--- config.mk ---
export PLATFORM = sky130hd
export DESIGN_NAME = if_fetch_unit
export DESIGN_NICKNAME = d
export VERILOG_FILES = /design/src/rtl/if_fetch_unit.sv
export SDC_FILE = /design/constraint.sdc
export NUM_CORES = 1
export LEC_CHECK = 0
export CELL_PAD_IN_SITES_DETAIL_PLACEMENT = 1
export CELL_PAD_IN_SITES_GLOBAL_PLACEMENT = 1
export CORE_UTILIZATION = 25
export CTS_CLUSTER_SIZE = 24
export DETAILED_ROUTE_END_ITERATION = 6
export HOLD_SLACK_MARGIN = 0.03
export PLACE_DENSITY_LB_ADDON = 0.12
export SLEW_MARGIN = 20
export SYNTH_ARGS = -nofsm -noshare
export SYNTH_HDL_FRONTEND = slang
export SYNTH_SLANG_ARGS = --single-unit
--- constraint.sdc ---
create_clock -name clk -period 3.5 [get_ports clk]
set_clock_uncertainty 0.05 [all_clocks]
set_input_delay 0.35 -clock clk [delete_from_list [all_inputs] [get_ports clk]]
set_output_delay 0.35 -clock clk [all_outputs]
set_load 0.1 [all_outputs]
--- src/rtl/if_fetch_unit.sv ---
// Instruction-fetch stage: owns the PC, fetches words over req/ack,
// and feeds the IF/ID register with a freeze buffer and branch redirect.
module if_fetch_unit #(
    parameter logic [31:0] RESET_PC  = 32'h0000_0000,
    parameter logic [31:0] NOP_INSTR = 32'h0000_0000
) (
    input  logic        clk,
    input  logic        rst,
    input  logic        freeze,
    input  logic        branch_taken,
    input  logic [31:0] branch_addr,
    output logic        mem_req,
    output logic [31:0] mem_addr,
    input  logic        mem_ack,
    input  logic [31:0] mem_rdata,
    output logic        if_valid,
    output logic [31:0] instruction_out,
    output logic [31:0] pc_out
);

    typedef enum logic [1:0] {
        S_IDLE,
        S_WAIT,
        S_HOLD
    } state_t;

    state_t      state_q, state_d;
    logic [31:0] req_addr_q, req_addr_d;
    logic [31:0] buf_q, buf_d;
    logic [31:0] tgt_q, tgt_d;
    logic        redir_q, redir_d;

    logic [31:0] target;
    logic [31:0] next_addr;

    assign target    = {branch_addr[31:2], 2'b00};
    assign next_addr = req_addr_q + 32'd4;

    // State, fetch address, freeze buffer and deferred redirect registers.
    always_ff @(posedge clk or posedge rst) begin
        if (rst) begin
            state_q    <= S_IDLE;
            req_addr_q <= {RESET_PC[31:2], 2'b00};
            buf_q      <= 32'd0;
            tgt_q      <= 32'd0;
            redir_q    <= 1'b0;
        end else begin
            state_q    <= state_d;
            req_addr_q <= req_addr_d;
            buf_q      <= buf_d;
            tgt_q      <= tgt_d;
            redir_q    <= redir_d;
        end
    end

    // Next-state and output decode; a branch always wins over freeze.
    always_comb begin
        state_d         = state_q;
        req_addr_d      = req_addr_q;
        buf_d           = buf_q;
        tgt_d           = tgt_q;
        redir_d         = redir_q;
        mem_req         = 1'b0;
        mem_addr        = req_addr_q;
        if_valid        = 1'b0;
        instruction_out = NOP_INSTR;
        pc_out          = 32'd0;

        unique case (state_q)
            S_IDLE: begin
                state_d = S_WAIT;
                if (branch_taken) begin
                    req_addr_d = target;
                end
            end
            S_WAIT: begin
                mem_req = 1'b1;
                if (mem_ack) begin
                    if (branch_taken) begin
                        req_addr_d = target;
                        redir_d    = 1'b0;
                    end else if (redir_q) begin
                        req_addr_d = tgt_q;
                        redir_d    = 1'b0;
                    end else if (!freeze) begin
                        if_valid        = 1'b1;
                        instruction_out = mem_rdata;
                        pc_out          = next_addr;
                        req_addr_d      = next_addr;
                    end else begin
                        buf_d   = mem_rdata;
                        state_d = S_HOLD;
                    end
                end else if (branch_taken) begin
                    // The in-flight request must finish at its old address.
                    tgt_d   = target;
                    redir_d = 1'b1;
                end
            end
            S_HOLD: begin
                if (branch_taken) begin
                    buf_d      = 32'd0;
                    req_addr_d = target;
                    state_d    = S_WAIT;
                end else begin
                    if_valid        = 1'b1;
                    instruction_out = buf_q;
                    pc_out          = next_addr;
                    if (!freeze) begin
                        req_addr_d = next_addr;
                        state_d    = S_WAIT;
                    end
                end
            end
            default: begin
                state_d = S_IDLE;
            end
        endcase
    end

endmodule

Yosys cells after proc, flatten, opt, wreduce, memory -nomap -nowiden
Cells that the tools add are included.
{"block": "word_totals", "in_bits": 69, "wordCells": 64, "out_inout_bits": 98, "register_bits": 97}
{"block": "classes", "bitwise_logic": 1, "n_reduce_logical": 9, "addsub": 1, "n_eq_ne": 8, "n_mux": 40}
{"operator": "$mux 32", "count": 20}
{"operator": "$pmux 32 s2", "count": 3}
{"operator": "$pmux 32 s3", "count": 1}
{"operator": "$add 32x3->32 const B", "count": 1}
{"operator": "$mux 2", "count": 6}
{"operator": "$ne 2x2->1 const B", "count": 5}
{"operator": "$reduce_and 5->1", "count": 2}
{"operator": "$mux 1", "count": 8}
{"operator": "$pmux 2 s3", "count": 1}
{"operator": "$reduce_and 3->1", "count": 2}
{"operator": "$reduce_bool 2->1", "count": 2}
{"operator": "$ne 3x3->1 const B", "count": 1}
{"operator": "$reduce_bool 3->1", "count": 1}
{"operator": "$eq 2x1->1 const B", "count": 1}
{"operator": "$eq 2x2->1 const B", "count": 1}
{"operator": "$logic_not 2->1", "count": 1}
{"operator": "$pmux 1 s2", "count": 1}
{"operator": "$reduce_and 2->1", "count": 1}
{"operator": "$not 1->1", "count": 1}

Depth between registers and ports, before layout
{"block": "logic_depth", "word_depth": 6, "ltp_mapped": 10, "ltp_nobuf": 7}

Worst setup path before layout
Ideal clock, no wire load.
{"block": "synth_path", "path_type": "register -> output", "start": "register req_addr_q[10], in the netlist mem_addr[10]", "end": "output port pc_out[17]", "path_buffers": 3, "required_ns": 3.100, "stages_incl_launch_ff": 8, "setup_slack_ns": -0.902, "t_arrival_ns": 4.002, "path_cell_list": "dfrtp_1 buf_2 nand4_1 or4_1 buf_2 buf_6 or3_1 a21oi_1"}
{"block": "synth_between", "elab_chain_len": 6, "word_cells_on_any_way": 7, "cone_classes": "add/sub (1); mux (6)"}
{"item": "start, declared", "line": "28", "text": "logic [31:0] req_addr_q, req_addr_d;"}
{"item": "start signal, assigned", "line": "43", "text": "req_addr_q <= {RESET_PC[31:2], 2'b00};"}
{"item": "start signal, assigned", "line": "49", "text": "req_addr_q <= req_addr_d;"}
{"item": "$add 32x3->32 *", "line": "37", "text": "assign next_addr = req_addr_q + 32'd4;"}
{"item": "$mux 32", "line": "85", "text": "end else if (!freeze) begin"}
{"item": "$mux 32", "line": "82", "text": "end else if (redir_q) begin"}
{"item": "$mux 32", "line": "79", "text": "if (branch_taken) begin"}
{"item": "$mux 32", "line": "78", "text": "if (mem_ack) begin"}
{"item": "$pmux 32 s2 *", "line": "69", "text": "unique case (state_q)"}
{"item": "end, declared", "line": "18", "text": "output logic [31:0] pc_out"}
Every way passes the cells marked *; elsewhere a longest branch is shown, timed or not.

Worst setup path after layout
{"block": "layout_path", "start": "register req_addr_q[3], in the netlist mem_addr[3]", "end": "output port pc_out[28]"}
The elaborated chain is that of the path after synthesis.

==> impl_metrics.ini <==
[synthesis]
yosysUniqueCellTypes = 70
synth_most_common_cell = dfrtp_1
synth_edf_count = 0
ys_warn_count = 0
synth_common_cells = dfrtp_1, nor2_1, clkbuf_1
ys.flop_type = dfrtp_1
synth_largest_area_cell = dfrtp_1
ys_async_sr_fraction = 1.00
synth_top_area_frac = 0.374
synthTopCellsByArea = dfrtp_1, a22o_1, nor2_1, mux2_2, a22oi_1
syn-cell-area_mm2 = 0.00635
ys_seq_area_frac = 0.374
ys_seq_elements = 95
synth.avg_cell_area_um2 = 8.66
synth_cells = 733

[timing]
rsz0062_at_grt = false
fmax_ghz = 0.298
fin_setup_tns_ns = 0
hold_violations = 0
setup_viol = 0
slew_violations = 0
tightestPinTransition_ns = 0.986
maxSlewHeadroom = 0.341
fin_crit_ns = 3.36
period_share = 0.960

[detailed_routing]
num_vias = 6525
drtAntennaViolNets = 0
firstDrtPassIters = 5
remaining_drc_errors = 0
vias_per_cell = 5.47
routedWlPerCell_um = 21.3
routed_wl_um = 25500
drt-initial-drc-count = 288

[cells_and_area]
fin_area_mm2 = 0.00937
drive_gt1_frac = 0.232
nets = 938
syn_to_final_growth_pct = 47.7

[power]
clkPwrFrac = 0.122
internal_power_w = 0.00395
leakage_nw = 3.54
p_per_area_mw_per_mm2 = 920
p_sw_frac = 0.542
power_switching_w = 0.00467
pwr-share-seq = 0.267
pwr-share-comb = 0.611
max-vdd-ir-drop_mv = 0.392

[worst_hold_path]
hold_path_class = input port to asynchronous set/reset pin

[worst_setup_path]
worstPathArrival_ns = 2.96
critPathKind = flop to output port
cp_max_fo = 13
startpoint_type = flop
cp.required_ns = 3.10
endpoint_kind = output port

[cts]
post_cts_resized = 0
cts_inserted_buffers = 9
htreeDepth = 3
postCtsSetupRepairBufs = 0
cts_sinks = 95
cts-root-buf = clkbuf_16
cts_tree = built
postCtsHoldBufs = 0
clk_pin_slew_ns = 0.07
insertion_delay_ns = 0.35
clk_path_buf_depth = 2

[placed_design]
dp_hpwl_um = 18400
port-buffer-count = 160
gp_congestion = 0.808
dpl_cell_area_mm2 = 0.00905

[die]
die_y_um = 161
start_util = 0.258
fp-row-count = 57
dieArea_mm2 = 0.0260
die_width_um = 161
ios = 167
core_mm2 = 0.0246

[global_routing]
grt_pass1_vias = 7100
busiest_layer = met2
gr-total-overflow = 0
grt_util_met3 = 0.0539
met1_usage = 0.255
grtUsageMet2 = 0.328
gr-usage-all-layers = 0.200
antenna_found_initial = 1
grt_pass1_wl_um = 40700
grt_max_degree = 38

[outcome]
status = finished, final reports clean

[flow_run]
cap_violations = 0
-- cell type report --
cell class / instances / area (um^2)
antenna: 1 / 2.50
clock buffer: 9 / 225
clock inverter: 7 / 78.8
fill: 2797 / 15200
inverter: 16 / 62.6
multi-input combinational: 547 / 3710
sequential: 95 / 2390
tap: 324 / 405
timing repair buffer: 194 / 2500
-- through the flow --
stage | instances | worst slack (ns) | util | hold WS, ns | power (W)
3_3_place_gp | 1174 | 0.482 | 0.368 | 0.433 | 0.00742
5_1_grt | 1192 | 0.0262 | 0.381 | 0.384 | 0.00914
4_1_cts | 1190 | 0.0214 | 0.380 | 0.362 | 0.00870
2_1_floorplan | 736 | -0.193 | - | 0.390 | 0.00591
6_report | 1193 | 0.141 | 0.381 | 0.335 | 0.00862
3_5_place_dp | 1174 | 0.441 | 0.368 | 0.436 | 0.00762
-- state kept, by name (all words and copies together) (netlist names) --
| signal | cells |
|---|---|
| redir_q | 1 |
| tgt_q | 30 |
| state_q | 2 |
| buf_q | 32 |
| mem_addr | 30 |
-- cells by family (layout without fill, tap and decap cells) --
| family | after synthesis | after routing | share of synthesized area |
|---|---|---|---|
| and+or+nand+nor | 244 | 244 | 0.196 |
| DFF | 95 | 95 | 0.374 |
| buffers and inverters | 94 | 226 | 0.0621 |
| adders and majority gates | 6 | 6 | 0.0118 |
| muxes | 28 | 28 | 0.0497 |
| other | 1 | 5 | 0.000591 |
| AOI/OAI and AO/OA | 228 | 228 | 0.254 |
| xor gates and xnor gates | 37 | 37 | 0.0510 |
-- final timing paths --
| kind | startpoint | to | slack (ns) | cells past startpoint |
|---|---|---|---|---|
| setup / recovery | mem_addr[3]$_DFFE_PP0P_ | pc_out[28] | 0.14 | 7 |
| hold / removal | rst | mem_addr[31]$_DFFE_PP0P_ | 0.34 | 2 |
| setup reg to reg | state_q[0]$_DFFE_PP0P_ | mem_addr[27]$_DFFE_PP0P_ | 0.81 | 8 |
| hold reg to reg | buf_q[13]$_DFFE_PP0P_ | buf_q[13]$_DFFE_PP0P_ | 0.45 | 1 |
| max in group asynchronous | rst | buf_q[8]$_DFFE_PP0P_ | 2.24 | 3 |
| min in group clk | buf_q[13]$_DFFE_PP0P_ | buf_q[13]$_DFFE_PP0P_ | 0.45 | 1 |
-- power by group through the flow --
stage | Clock (W) | Sequential, W | Combinational, W
after floorplan | 0 | 0.00309 | 0.00282
after global placement | 0 | 0.00227 | 0.00515
after detailed placement | 0 | 0.00231 | 0.00531
after CTS | 0.00108 | 0.00230 | 0.00532
after global routing | 0.00112 | 0.00240 | 0.00563
final | 0.00105 | 0.00230 | 0.00527
-- worst max-delay path, stage by stage (launching register included) --
cell and delay (ns):
dfrtp_2 0.47, ha_1 0.36, nand3_1 0.12, or4_4 0.56, or4_1 0.59, xor2_1 0.20
nor2_4 0.12, buf_12 0.18
-- per-layer routing --
metal  wire length, um  vias up  share of wire
met1             10800     3346           0.43
met5                 0        -              0
li1                  -     2958              -
met3              1770       29          0.070
met2             12400      192           0.49
met4               488        0          0.019
-- placed cells by master (no fill, tap or decap), types with 12 or more instances in the layout --
cell	count
nand2_1	41
xor2_1	17
buf_12	64
buf_4	34
o22ai_1	12
nand3_1	13
mux2_2	28
nor3_1	17
clkdlybuf4s50_1	96
o21ai_0	38
inv_1	14
a22o_1	39
nor2_2	22
dfrtp_1	86
a22oi_1	39
nor2_1	64
xnor2_1	20
a21oi_1	35
No activity file was read; power rests on OpenSTA's default activity.
